==> config.mk <==
export PLATFORM = sky130hd
export DESIGN_NAME = acq_sample_writer
export DESIGN_NICKNAME = d
export VERILOG_FILES = /design/src/rtl/acq_sample_writer.sv
export SDC_FILE = /design/constraint.sdc
export NUM_CORES = 1
export LEC_CHECK = 0
export CORE_AREA = 2 2 82 142
export DETAILED_ROUTE_END_ITERATION = 8
export DIE_AREA = 0 0 84 144
export GPL_TIMING_DRIVEN = 1
export PLACE_DENSITY = 0.6
export SLEW_MARGIN = 20
export SYNTH_ARGS = -nofsm -noshare
export SYNTH_HDL_FRONTEND = slang
export SYNTH_SLANG_ARGS = --single-unit
==> constraint.sdc <==
create_clock -name CLK_MASTER -period 6.7 [get_ports CLK_MASTER]
set_clock_uncertainty 0.1 [all_clocks]
set_input_delay 1.675 -clock CLK_MASTER [delete_from_list [all_inputs] [get_ports CLK_MASTER]]
set_output_delay 1.675 -clock CLK_MASTER [all_outputs]
set_load 0.02 [all_outputs]
==> src/rtl/acq_sample_writer.sv <==
// Turns FD read-data pulse intervals into bytes (bit7 = index marker) and
// writes them through a small FIFO to the sample SRAM request/ack port.
module acq_sample_writer #(
  parameter int ADDR_WIDTH = 19,
  parameter int FIFO_DEPTH = 4
) (
  input  logic                  CLK_MASTER,
  input  logic                  RESET_N,
  input  logic                  ACQUIRING,
  input  logic                  ABORT,
  input  logic                  FD_RDDATA_IN,
  input  logic                  FD_INDEX_IN,
  input  logic [1:0]            TIMEBASE_SEL,
  input  logic                  ADDR_LOAD,
  input  logic [ADDR_WIDTH-1:0] ADDR_IN,
  output logic                  SR_WR_REQ,
  input  logic                  SR_WR_ACK,
  output logic [ADDR_WIDTH-1:0] SR_ADDR,
  output logic [7:0]            SR_DATA,
  output logic                  SR_R_FULL,
  output logic                  OVERRUN,
  output logic                  BUSY
);

  localparam int PW = $clog2(FIFO_DEPTH);

  typedef enum logic [0:0] {W_IDLE = 1'b0, W_REQ = 1'b1} wr_state_t;

  logic            rd_meta_r, rd_sync_r, rd_prev_r, rd_pulse_r;
  logic            ix_meta_r, ix_sync_r, ix_prev_r, ix_pulse_r;
  logic [2:0]      presc_r;
  logic [2:0]      presc_mask_s;
  logic            tick_s;
  logic [6:0]      cnt_r;
  logic            idx_r;
  logic            acq_run_s, carry_s, emit_s;
  logic [7:0]      emit_byte_s;
  logic [7:0]      fifo_mem_r [FIFO_DEPTH];
  logic [PW:0]     wr_ptr_r, rd_ptr_r, wr_ptr_nxt_s, rd_ptr_nxt_s;
  logic            fifo_empty_s, fifo_full_s, push_s, pop_s, overflow_s;
  logic            load_ok_s;
  wr_state_t       state_r, state_nxt_s;

  // Two-flop synchronisers and registered rising-edge pulses for both FDD inputs
  always_ff @(posedge CLK_MASTER or negedge RESET_N) begin
    if (!RESET_N) begin
      rd_meta_r  <= 1'b0;
      rd_sync_r  <= 1'b0;
      rd_prev_r  <= 1'b0;
      rd_pulse_r <= 1'b0;
      ix_meta_r  <= 1'b0;
      ix_sync_r  <= 1'b0;
      ix_prev_r  <= 1'b0;
      ix_pulse_r <= 1'b0;
    end else begin
      rd_meta_r  <= FD_RDDATA_IN;
      rd_sync_r  <= rd_meta_r;
      rd_prev_r  <= rd_sync_r;
      rd_pulse_r <= rd_sync_r & ~rd_prev_r;
      ix_meta_r  <= FD_INDEX_IN;
      ix_sync_r  <= ix_meta_r;
      ix_prev_r  <= ix_sync_r;
      ix_pulse_r <= ix_sync_r & ~ix_prev_r;
    end
  end

  // Prescaler mask selection
  always_comb begin
    presc_mask_s = 3'b000;
    case (TIMEBASE_SEL)
      2'd0:    presc_mask_s = 3'b000;
      2'd1:    presc_mask_s = 3'b001;
      2'd2:    presc_mask_s = 3'b011;
      2'd3:    presc_mask_s = 3'b111;
      default: presc_mask_s = 3'b000;
    endcase
  end

  assign tick_s = ((presc_r & presc_mask_s) == 3'b000);

  // Prescaler restarts with each acquisition so the first cycle always ticks
  always_ff @(posedge CLK_MASTER or negedge RESET_N) begin
    if (!RESET_N) begin
      presc_r <= 3'b000;
    end else if (!ACQUIRING) begin
      presc_r <= 3'b000;
    end else begin
      presc_r <= presc_r + 3'd1;
    end
  end

  // Byte emission: a data pulse wins over a counter carry
  always_comb begin
    acq_run_s   = ACQUIRING & ~ABORT;
    carry_s     = acq_run_s & ~rd_pulse_r & tick_s & (cnt_r == 7'h7F);
    emit_s      = (acq_run_s & rd_pulse_r) | carry_s;
    emit_byte_s = {idx_r, cnt_r};
  end

  // Interval counter and index-pending flag
  always_ff @(posedge CLK_MASTER or negedge RESET_N) begin
    if (!RESET_N) begin
      cnt_r <= 7'd0;
      idx_r <= 1'b0;
    end else if (!acq_run_s) begin
      cnt_r <= 7'd0;
      idx_r <= 1'b0;
    end else begin
      if (emit_s) begin
        cnt_r <= 7'd0;
      end else if (tick_s) begin
        cnt_r <= cnt_r + 7'd1;
      end else begin
        cnt_r <= cnt_r;
      end
      // An index coinciding with an emission marks the following byte
      if (ix_pulse_r) begin
        idx_r <= 1'b1;
      end else if (emit_s) begin
        idx_r <= 1'b0;
      end else begin
        idx_r <= idx_r;
      end
    end
  end

  // FIFO status, push/drop decision and next pointers
  always_comb begin
    fifo_empty_s = (wr_ptr_r == rd_ptr_r);
    fifo_full_s  = (wr_ptr_r[PW-1:0] == rd_ptr_r[PW-1:0]) && (wr_ptr_r[PW] != rd_ptr_r[PW]);
    push_s       = emit_s & ~SR_R_FULL & (~fifo_full_s | pop_s);
    overflow_s   = emit_s & ~SR_R_FULL & fifo_full_s & ~pop_s;
    if (ABORT) begin
      wr_ptr_nxt_s = {(PW+1){1'b0}};
      rd_ptr_nxt_s = {(PW+1){1'b0}};
    end else begin
      wr_ptr_nxt_s = push_s ? wr_ptr_r + {{PW{1'b0}}, 1'b1} : wr_ptr_r;
      rd_ptr_nxt_s = pop_s  ? rd_ptr_r + {{PW{1'b0}}, 1'b1} : rd_ptr_r;
    end
  end

  // FIFO storage and pointers
  always_ff @(posedge CLK_MASTER or negedge RESET_N) begin
    if (!RESET_N) begin
      wr_ptr_r <= {(PW+1){1'b0}};
      rd_ptr_r <= {(PW+1){1'b0}};
      for (int i = 0; i < FIFO_DEPTH; i++) begin
        fifo_mem_r[i] <= 8'h00;
      end
    end else begin
      wr_ptr_r <= wr_ptr_nxt_s;
      rd_ptr_r <= rd_ptr_nxt_s;
      if (push_s) begin
        fifo_mem_r[wr_ptr_r[PW-1:0]] <= emit_byte_s;
      end
    end
  end

  // Write-port next state; ABORT stops new requests but not one in flight
  always_comb begin
    state_nxt_s = state_r;
    pop_s       = 1'b0;
    case (state_r)
      W_IDLE: begin
        if (!fifo_empty_s && !SR_R_FULL && !ABORT) begin
          pop_s       = 1'b1;
          state_nxt_s = W_REQ;
        end else begin
          state_nxt_s = W_IDLE;
        end
      end
      W_REQ: begin
        if (SR_WR_ACK) begin
          state_nxt_s = W_IDLE;
        end else begin
          state_nxt_s = W_REQ;
        end
      end
      default: state_nxt_s = W_IDLE;
    endcase
  end

  assign load_ok_s = ADDR_LOAD && (state_r == W_IDLE);

  // Write-port state and registered SRAM-side outputs
  always_ff @(posedge CLK_MASTER or negedge RESET_N) begin
    if (!RESET_N) begin
      state_r   <= W_IDLE;
      SR_WR_REQ <= 1'b0;
      SR_DATA   <= 8'h00;
      SR_ADDR   <= {ADDR_WIDTH{1'b0}};
      SR_R_FULL <= 1'b0;
      OVERRUN   <= 1'b0;
      BUSY      <= 1'b0;
    end else begin
      state_r <= state_nxt_s;
      if (pop_s) begin
        SR_DATA   <= fifo_mem_r[rd_ptr_r[PW-1:0]];
        SR_WR_REQ <= 1'b1;
      end else if ((state_r == W_REQ) && SR_WR_ACK) begin
        SR_WR_REQ <= 1'b0;
      end
      // Address saturates at all-ones; the last location sets the sticky full flag
      if (load_ok_s) begin
        SR_ADDR   <= ADDR_IN;
        SR_R_FULL <= 1'b0;
      end else if ((state_r == W_REQ) && SR_WR_ACK) begin
        if (&SR_ADDR) begin
          SR_R_FULL <= 1'b1;
        end else begin
          SR_ADDR <= SR_ADDR + {{(ADDR_WIDTH-1){1'b0}}, 1'b1};
        end
      end
      if (overflow_s) begin
        OVERRUN <= 1'b1;
      end else if (load_ok_s) begin
        OVERRUN <= 1'b0;
      end
      BUSY <= (wr_ptr_nxt_s != rd_ptr_nxt_s) || (state_nxt_s == W_REQ);
    end
  end

endmodule

* Yosys cells after proc, flatten, opt, wreduce, memory -nomap -nowiden
Cells that the tools add are included.
Storage, ports and cells: register bits 89, latch bits 0, RAM bits 0, bits in read-only memories 0, output and inout bits 31, memories 0
Operators by class: add/subtract/negate cells 5, multiply operators 0, divide/modulo/power cells 0, $lt $le $gt $ge 3, equal/unequal tests 11, shift operators 0, multiplexer cells 32, bitwise gates (word level) 24, reductions and logical operators 19
Operator list (count):
- two-way mux 19 bit | 3
- bitwise mux 32 bit | 1
- two-way mux 8 bit | 3
- two-way mux 7 bit | 3
- adder 19 x 1 -> 19 bit (second input constant) | 1
- AND reduction 19 bit | 1
- binary-select mux 8 bit (select 2 bit) | 1
- demux 8 bit (select 2 bit) | 1
- two-way mux 3 bit | 5
- two-way mux 1 bit | 13
- one-hot mux 3 bit (4 select lines) | 1
- AND 1 bit | 11
- adder 3 x 1 -> 3 bit (second input constant) | 3
- NOT 1 bit | 8
- nonzero test 2 bit | 4
- adder 7 x 1 -> 7 bit (second input constant) | 1
- equality test 7 bit (second input constant) | 1
- greater-or-equal comparator 3 bit (second input constant) | 2
- logical AND 1 bit | 6
- inequality test 3 x 2 -> 1 bit (second input constant) | 2
- NOT 2 -> 3 bit | 2
- equality test 2 bit (second input constant) | 2
- AND reduction 2 bit | 2
- AND 3 bit | 1
- other kinds (13) | 16

* Logic depth before layout (Yosys ltp)
depth in word-level cells 13, mapped depth 8, mapped depth without buffers 7

* Worst setup path after synthesis
No wires, ideal clock.
path type input port to flip-flop, from in TIMEBASE_SEL[1], to reg BUSY, setup time 133 ps, data arrival time 3130 ps, path slack 3337 ps, stages on the path 7, path buffers 1, cells stage by stage a21o_1 -> a211oi_1 -> o2111a_1 -> buf_6 -> mux2i_1 -> mux2i_1 -> nand4b_1
Between the ends: word-level cells in the longest chain between the ends 13, elaborated cells on any way between the ends 16
RTL lines:
- from (decl) | RTL line 13 | input logic [1:0] TIMEBASE_SEL,
- equality test 2 bit, or another cell as far along | RTL line 70 | case (TIMEBASE_SEL)
- one-hot mux 3 bit (4 select lines) * | RTL line 70
- AND 3 bit * | RTL line 79 | assign tick_s = ((presc_r & presc_mask_s) == 3'b000);
- zero test 3 bit * | RTL line 79
- AND 1 bit * (2 in a row) | RTL line 95 | carry_s = acq_run_s & ~rd_pulse_r & tick_s & (cnt_r == 7'h7F);
- OR 1 bit * | RTL line 96 | emit_s = (acq_run_s & rd_pulse_r) | carry_s;
- AND 1 bit * (2 in a row) | RTL line 131 | push_s = emit_s & ~SR_R_FULL & (~fifo_full_s | pop_s);
- two-way mux 3 bit * | RTL line 137 | wr_ptr_nxt_s = push_s ? wr_ptr_r + {{PW{1'b0}}, 1'b1} : wr_ptr_r;
- two-way mux 3 bit * | RTL line 133 | if (ABORT) begin
- inequality test 3 bit * | RTL line 219 | BUSY <= (wr_ptr_nxt_s != rd_ptr_nxt_s) || (state_nxt_s == W_REQ);
- logical OR 1 bit * | RTL line 219
- to (signal assigned) | RTL line 219
- to (decl) | RTL line 22 | output logic BUSY
Mark *: on every way between the ends. The rest lies on a longest branch, timed or not. A chain may end at the register's enable or synchronous reset.

* Worst setup path in the final report
Same ends and word-level chain as after synthesis.

==> flow_summary.ini <==
[placed_design]
gp_congestion = 0.8064
dp_slack_ns = 2.603
portBuffers = 59
dp_cells = 515
hpwl_um = 6837
place_area_um2 = 4855

[route]
routed_wl_um = 9433
vias_per_cell = 5.386
drc = 0
drt_iter0_markers = 97
vias = 2844
drt_first_pass_iters = 4
postRouteAntennaNets = 0
wl_per_cell_um = 17.87

[setup_path]
critPathKind = input port to register
cpMaxStageDelayCell = a211oi_1
critPathCaptureType = register
ff2ff_path_depth = 6
critPathMaxStageDelay_ns = 0.55
critical-path-top-delay-family = compound AO/OA/AOI/OAI gates
crit_required_ns = 6.81
cp.buffers_inverters = 1
cp.arrival_ns = 3.88
path_cells = clkdlybuf4s50_1 -> a21o_1 -> a211oi_1 -> o211a_1 -> xnor2_1 -> mux2i_1 -> nand4b_1
start_kind = input port
crit_fanout = 9
cp_num_cells = 7

[sta]
fin_crit_sh_pct = 56.24
drv_slew = 0
tns_ns = 0
setup_viol = 0
worst_pin_slew_ns = 0.8910
setup_slack_ns = 2.932
min_period_ns = 3.768
grt_setup_unrepaired = false
hold_viol = 0
max_freq_mhz = 265.4
relSlewSlack_pct = 40.60

[grt]
grt_max_degree = 68
grt_pass1_vias = 3005
overflow = 0
grt_pass1_wl_um = 15410
track_usage_pct = 16.82
antenna_found_initial = 0

[yosys]
syn_avg_cell_area_um2 = 12.50
yosysWarnings = 0
synthTopCellsByCount = dfrtp_1, mux2_2, nand2_1, nor2_1, xor2_1
synth-seq-area-share_pct = 53.34
synth_flop_cell = dfrtp_1
syn-instance-count = 334
synth-seq-cells = 89
synth.top_cell.area_share_pct = 53.34
synth_most_common_cell = dfrtp_1
synth_edf_count = 0
synth_top_area_cell = dfrtp_1
ys_top_cells_by_area = dfrtp_1, mux2_2, mux4_1
syn_nets = 371
synth_cell_types = 45
ys_async_sr_fraction_pct = 100.0
syn_area_um2 = 4175

[clock_tree]
post-cts-setup-buffers = 0
clock_tree.root_cell = clkbuf_16
cts.htree.levels = 3
cts.path.max_buffers = 2
cts_tree = yes
cts.sinks = 89
hold_buffers = 0
cts_resized = 0
insertion_delay_ns = 0.33
clk_pin_slew_ns = 0.06
cts_buffers = 9

[floorplan]
pin_count = 60
core_um2 = 11040
rows = 51
die_h_um = 144
initial_core_util_pct = 37.82
chipWidth_um = 84
dieArea_um2 = 12100

[layout]
diodes = 0
finish.utilization_pct = 46.25
nets = 431
area_delta_synth_final_pct = 22.30
stdcell_count = 528
finalInstanceArea_um2 = 5106
layout-drive-gt1-share_pct = 15.91

[run_status]
status = finished clean

[flow_run]
cap_violations = 0

[worst_hold_path]
hold_class = register to register
hold_path_depth = 0

[pwr]
leakagePower_nw = 2.371
powerDensity_nw_per_um2 = 279.6
peakVddDrop_mv = 0.1699
-- worst paths after layout --
check	slack, ns	start	end
min reg2reg	0.25	ix_meta_r	ix_sync_r
max	2.93	TIMEBASE_SEL[1]	BUSY
max in group asynchronous	4.19	RESET_N	SR_DATA[0]
max reg2reg	3.98	rd_ptr_r[0]	BUSY
min	0.25	ix_meta_r	ix_sync_r
min in group asynchronous	1.12	RESET_N	SR_ADDR[14]
-- cells by family after synthesis --
group	synth area share [%]
simple gates	12.80
flops	53.34
mux	18.01
compound gates	6.653
xor+xnor	4.405
buf+inv	2.397
fa+ha+maj	2.397
-- placed cells by master, fill, tap and decap left out, drive strengths merged, types with 2 or more instances in the layout --
master | Yosys | final
dfrtp | 89 | 89
clkdlybuf4s50 | 0 | 58
mux2 | 41 | 41
nand2 | 31 | 31
nor2 | 24 | 24
xor2 | 13 | 13
o21ai | 12 | 12
clkbuf | 6 | 12
nand3 | 10 | 10
and3 | 9 | 9
mux2i | 8 | 8
xnor2 | 8 | 8
mux4 | 8 | 8
ha | 8 | 8
nand4 | 7 | 7
a21oi | 6 | 6
nor2b | 5 | 5
a31oi | 5 | 5
o211ai | 5 | 5
inv | 3 | 3
and2b | 3 | 3
nand2b | 3 | 3
buf | 5 | 3
or3 | 3 | 3
a21o | 2 | 2
o21a | 2 | 2
nor3b | 2 | 2
and2 | 2 | 2
and4 | 2 | 2
-- state kept, by name, summed over array words and instances, names as in the netlist, 3 cells and up --
name        cells
presc_r         3
rd_ptr_r        3
fifo_mem_r     32
SR_ADDR        19
SR_DATA         8
wr_ptr_r        3
cnt_r           7
-- cell type report --
cell class / instances / area, µm²
clock buffer: 12 / 246.5
multi-input combinational: 230 / 1848
fill: 1041 / 5933
tap: 132 / 165.2
clock inverter: 1 / 5.005
timing repair buffer: 61 / 603.1
inverter: 3 / 11.26
sequential: 89 / 2227
-- stage by stage --
stage               total power, mW  hold slack [ns]
floorplan                    0.8398           0.2312
global placement             0.9916           0.2349
detailed placement           0.9995           0.2419
CTS                           1.450           0.2568
global route                  1.506           0.2668
finish                        1.428           0.2541
-- power breakdown --
| group | leakage [nW] | internal, mW | switching (mW) | total [mW] |
|---|---|---|---|---|
| clock network | 0.124 | 0.255 | 0.186 | 0.441 |
| registers | 1.18 | 0.590 | 0.0744 | 0.664 |
| logic | 1.06 | 0.158 | 0.164 | 0.323 |
| total | 2.37 | 1.00 | 0.425 | 1.43 |
-- per-layer routing --
layer	track usage (%)	wire (µm)	part of all wire, %	vias to the layer above
met5	0	0	0	-
met4	7.725	235	2.5	0
met3	3.881	436	4.6	13
met2	31.79	5230	55	77
met1	17.46	3531	37	1430
li1	-	-	-	1324
(Power assumes the default switching activity.)
==> RTL change (same flow settings) <==
Reset style: synchronous (`RESET_N`), changed in 5 clocked blocks.
--- a/src/rtl/acq_sample_writer.sv
+++ b/src/rtl/acq_sample_writer.sv
@@ -42,7 +42,7 @@
   wr_state_t       state_r, state_nxt_s;
 
   // Two-flop synchronisers and registered rising-edge pulses for both FDD inputs
-  always_ff @(posedge CLK_MASTER or negedge RESET_N) begin
+  always_ff @(posedge CLK_MASTER) begin
     if (!RESET_N) begin
       rd_meta_r  <= 1'b0;
       rd_sync_r  <= 1'b0;
@@ -79,7 +79,7 @@
   assign tick_s = ((presc_r & presc_mask_s) == 3'b000);
 
   // Prescaler restarts with each acquisition so the first cycle always ticks
-  always_ff @(posedge CLK_MASTER or negedge RESET_N) begin
+  always_ff @(posedge CLK_MASTER) begin
     if (!RESET_N) begin
       presc_r <= 3'b000;
     end else if (!ACQUIRING) begin
@@ -98,7 +98,7 @@
   end
 
   // Interval counter and index-pending flag
-  always_ff @(posedge CLK_MASTER or negedge RESET_N) begin
+  always_ff @(posedge CLK_MASTER) begin
     if (!RESET_N) begin
       cnt_r <= 7'd0;
       idx_r <= 1'b0;
@@ -140,7 +140,7 @@
   end
 
   // FIFO storage and pointers
-  always_ff @(posedge CLK_MASTER or negedge RESET_N) begin
+  always_ff @(posedge CLK_MASTER) begin
     if (!RESET_N) begin
       wr_ptr_r <= {(PW+1){1'b0}};
       rd_ptr_r <= {(PW+1){1'b0}};
@@ -183,7 +183,7 @@
   assign load_ok_s = ADDR_LOAD && (state_r == W_IDLE);
 
   // Write-port state and registered SRAM-side outputs
-  always_ff @(posedge CLK_MASTER or negedge RESET_N) begin
+  always_ff @(posedge CLK_MASTER) begin
     if (!RESET_N) begin
       state_r   <= W_IDLE;
       SR_WR_REQ <= 1'b0;
Check against the original RTL: differs if RESET_N is asserted again (counterexample within 4 cycles, from zero or initial values and one cycle with RESET_N low); with RESET_N held inactive, the same outputs for 10 cycles.
==> RTL change against the unedited design <==
First-iteration DRC count grew 32%; synthesized area shrank 3.3%; sequential cell count is the same; setup slack lost 0.20 ns; final area shrank 0.98%; cell count grew 7.6%; hold slack gained 0.031 ns; wire length shrank 0.33%; critical path type unchanged; largest cell class unchanged.
Power is not compared: it rests on default switching activity, and its combinational part moved more than twofold at a synthesized area within 25%.
==> RTL change: results (changes against the unedited design) <==
| Metric | Value |
|---|---|
| Outcome | finished clean (unchanged) |
| Per-cell via count in the routed design | 5.26 (was 5.39) |
| Met3 Track Usage GR | 4.22% (was 3.88%) |
| Worst-path maximum fanout | 8 (was 9) |
| Proportion of layout cells with a drive suffix above 1 | 8.94% (was 15.9%) |
| Number of flops mapped to enable cells by yosys | 32 (was 0) |
| Commonest cells in the synthesized netlist | 57 x sky130_fd_sc_hd__dfxtp_1, 35 x sky130_fd_sc_hd__a21oi_1, 33 x sky130_fd_sc_hd__and2_1 (was 89 x sky130_fd_sc_hd__dfrtp_1, 41 x sky130_fd_sc_hd__mux2_2, 28 x sky130_fd_sc_hd__nand2_1) |
| Area fraction in compound gates after synthesis | 11.6% (was 6.65%) |
| Area share of xor/xnor cells in the synthesized design | 6.48% (was 4.41%) |
| Seq/total area | 41.6% (was 43.6%) |
| Wl on met1 | 3390 µm (was 3530 µm) |
| Most used flip-flop cell after synthesis | sky130_fd_sc_hd__dfxtp_1 (was sky130_fd_sc_hd__dfrtp_1) |
| Area fraction of clock buffers and clock inverters | 6.34% (was 4.93%) |
| Reg-to-Reg Start | cnt_r[1] (was rd_ptr_r[0]) |
| Top area cells in the synthesized netlist | sky130_fd_sc_hd__dfxtp_1 28%, sky130_fd_sc_hd__edfxtp_1 24%, sky130_fd_sc_hd__and2_1 5.1% (was sky130_fd_sc_hd__dfrtp_1 53%, sky130_fd_sc_hd__mux2_2 11%, sky130_fd_sc_hd__mux4_1 5.0%) |
| Worst skew pair latency | 0.35 ns (was 0.33 ns) |
| Adder-cell area share of the yosys netlist | 1.55% (was 2.40%) |
| Routability-driven placement congestion ratio | 0.795 (was 0.806) |
| Proportion of cell area occupied by multi-input gates | 36.7% (was 36.2%) |
| Async set-or-reset flop fraction in the synthesized netlist | 0% (was 100%) |
| Syn_nets | 410 (was 371) |
| Vias in the first global route | 2,902 (was 3,005) |
| Hold Crit Start | rd_prev_r (was ix_meta_r) |
| Met1 Resource Use GR | 15.4% (was 17.5%) |
| Global-route usage over all layers | 16.0% (was 16.8%) |
| Unique masters post-synth | 53 (was 45) |
| Cell type of the slowest stage on the worst timing path | sky130_fd_sc_hd__o21ai_0 (was sky130_fd_sc_hd__a211oi_1) |
| Average cell area after synthesis | 10.7 µm² (was 12.5 µm²) |
| Maximum number of pins on one net before global-route repair | 40 (was 68) |
| Filler Cell Count | 1,034 (was 1,041) |
| Sequential-to-total area share from yosys stat | 52.1% (was 53.3%) |
| Nonclk buf count | 60 (was 61) |
| Slack of the worst reg-to-reg path | 3.83 ns (was 3.98 ns) |
| Detailed-routed wire length on met2 | 5400 µm (was 5230 µm) |
| Number of cells in the design after placement | 552 (was 515) |
| DRC marker count from the first detailed-route iteration | 128 (was 97) |
| DP Wirelength | 7130 µm (was 6840 µm) |
| First-pass GRT wire length | 14,900 µm (was 15,400 µm) |
| Multi-Input Combinational | 267 (was 230) |
| Slew margin rel. | 36.5% (was 40.6%) |
| Final nets | 465 (was 431) |
| Longest individual stage delay on the worst path | 0.83 ns (was 0.55 ns) |
| Metal3 WL | 441 µm (was 436 µm) |
==> RTL change: cell count changes after synthesis, sizes merged, moves of 4 or more <==
cell	change
o211ai	-4
nand3	-5
nor3	+6
a21oi	+29
and4	+4
mux2	-41
dfxtp	+57
dfrtp	-89
o21ai	+7
and2	+31
xnor2	+6
edfxtp	+32
==> RTL change: per-stage QoR <==
| step | util, % | setup slack (ns) | instance area, µm² | hold WS (ns) | total power, mW |
|---|---|---|---|---|---|
| after floorplan | - | 3.13 | 4040 | 0.267 | 0.642 |
| after global placement | 42.8 | 2.33 | 4730 | 0.271 | 0.687 |
| after detailed placement | 42.8 | 2.29 | 4730 | 0.279 | 0.688 |
| after CTS | 45.7 | 2.61 | 5050 | 0.289 | 1.22 |
| after global routing | 45.8 | 2.55 | 5060 | 0.299 | 1.25 |
| final | 45.8 | 2.73 | 5060 | 0.285 | 1.21 |
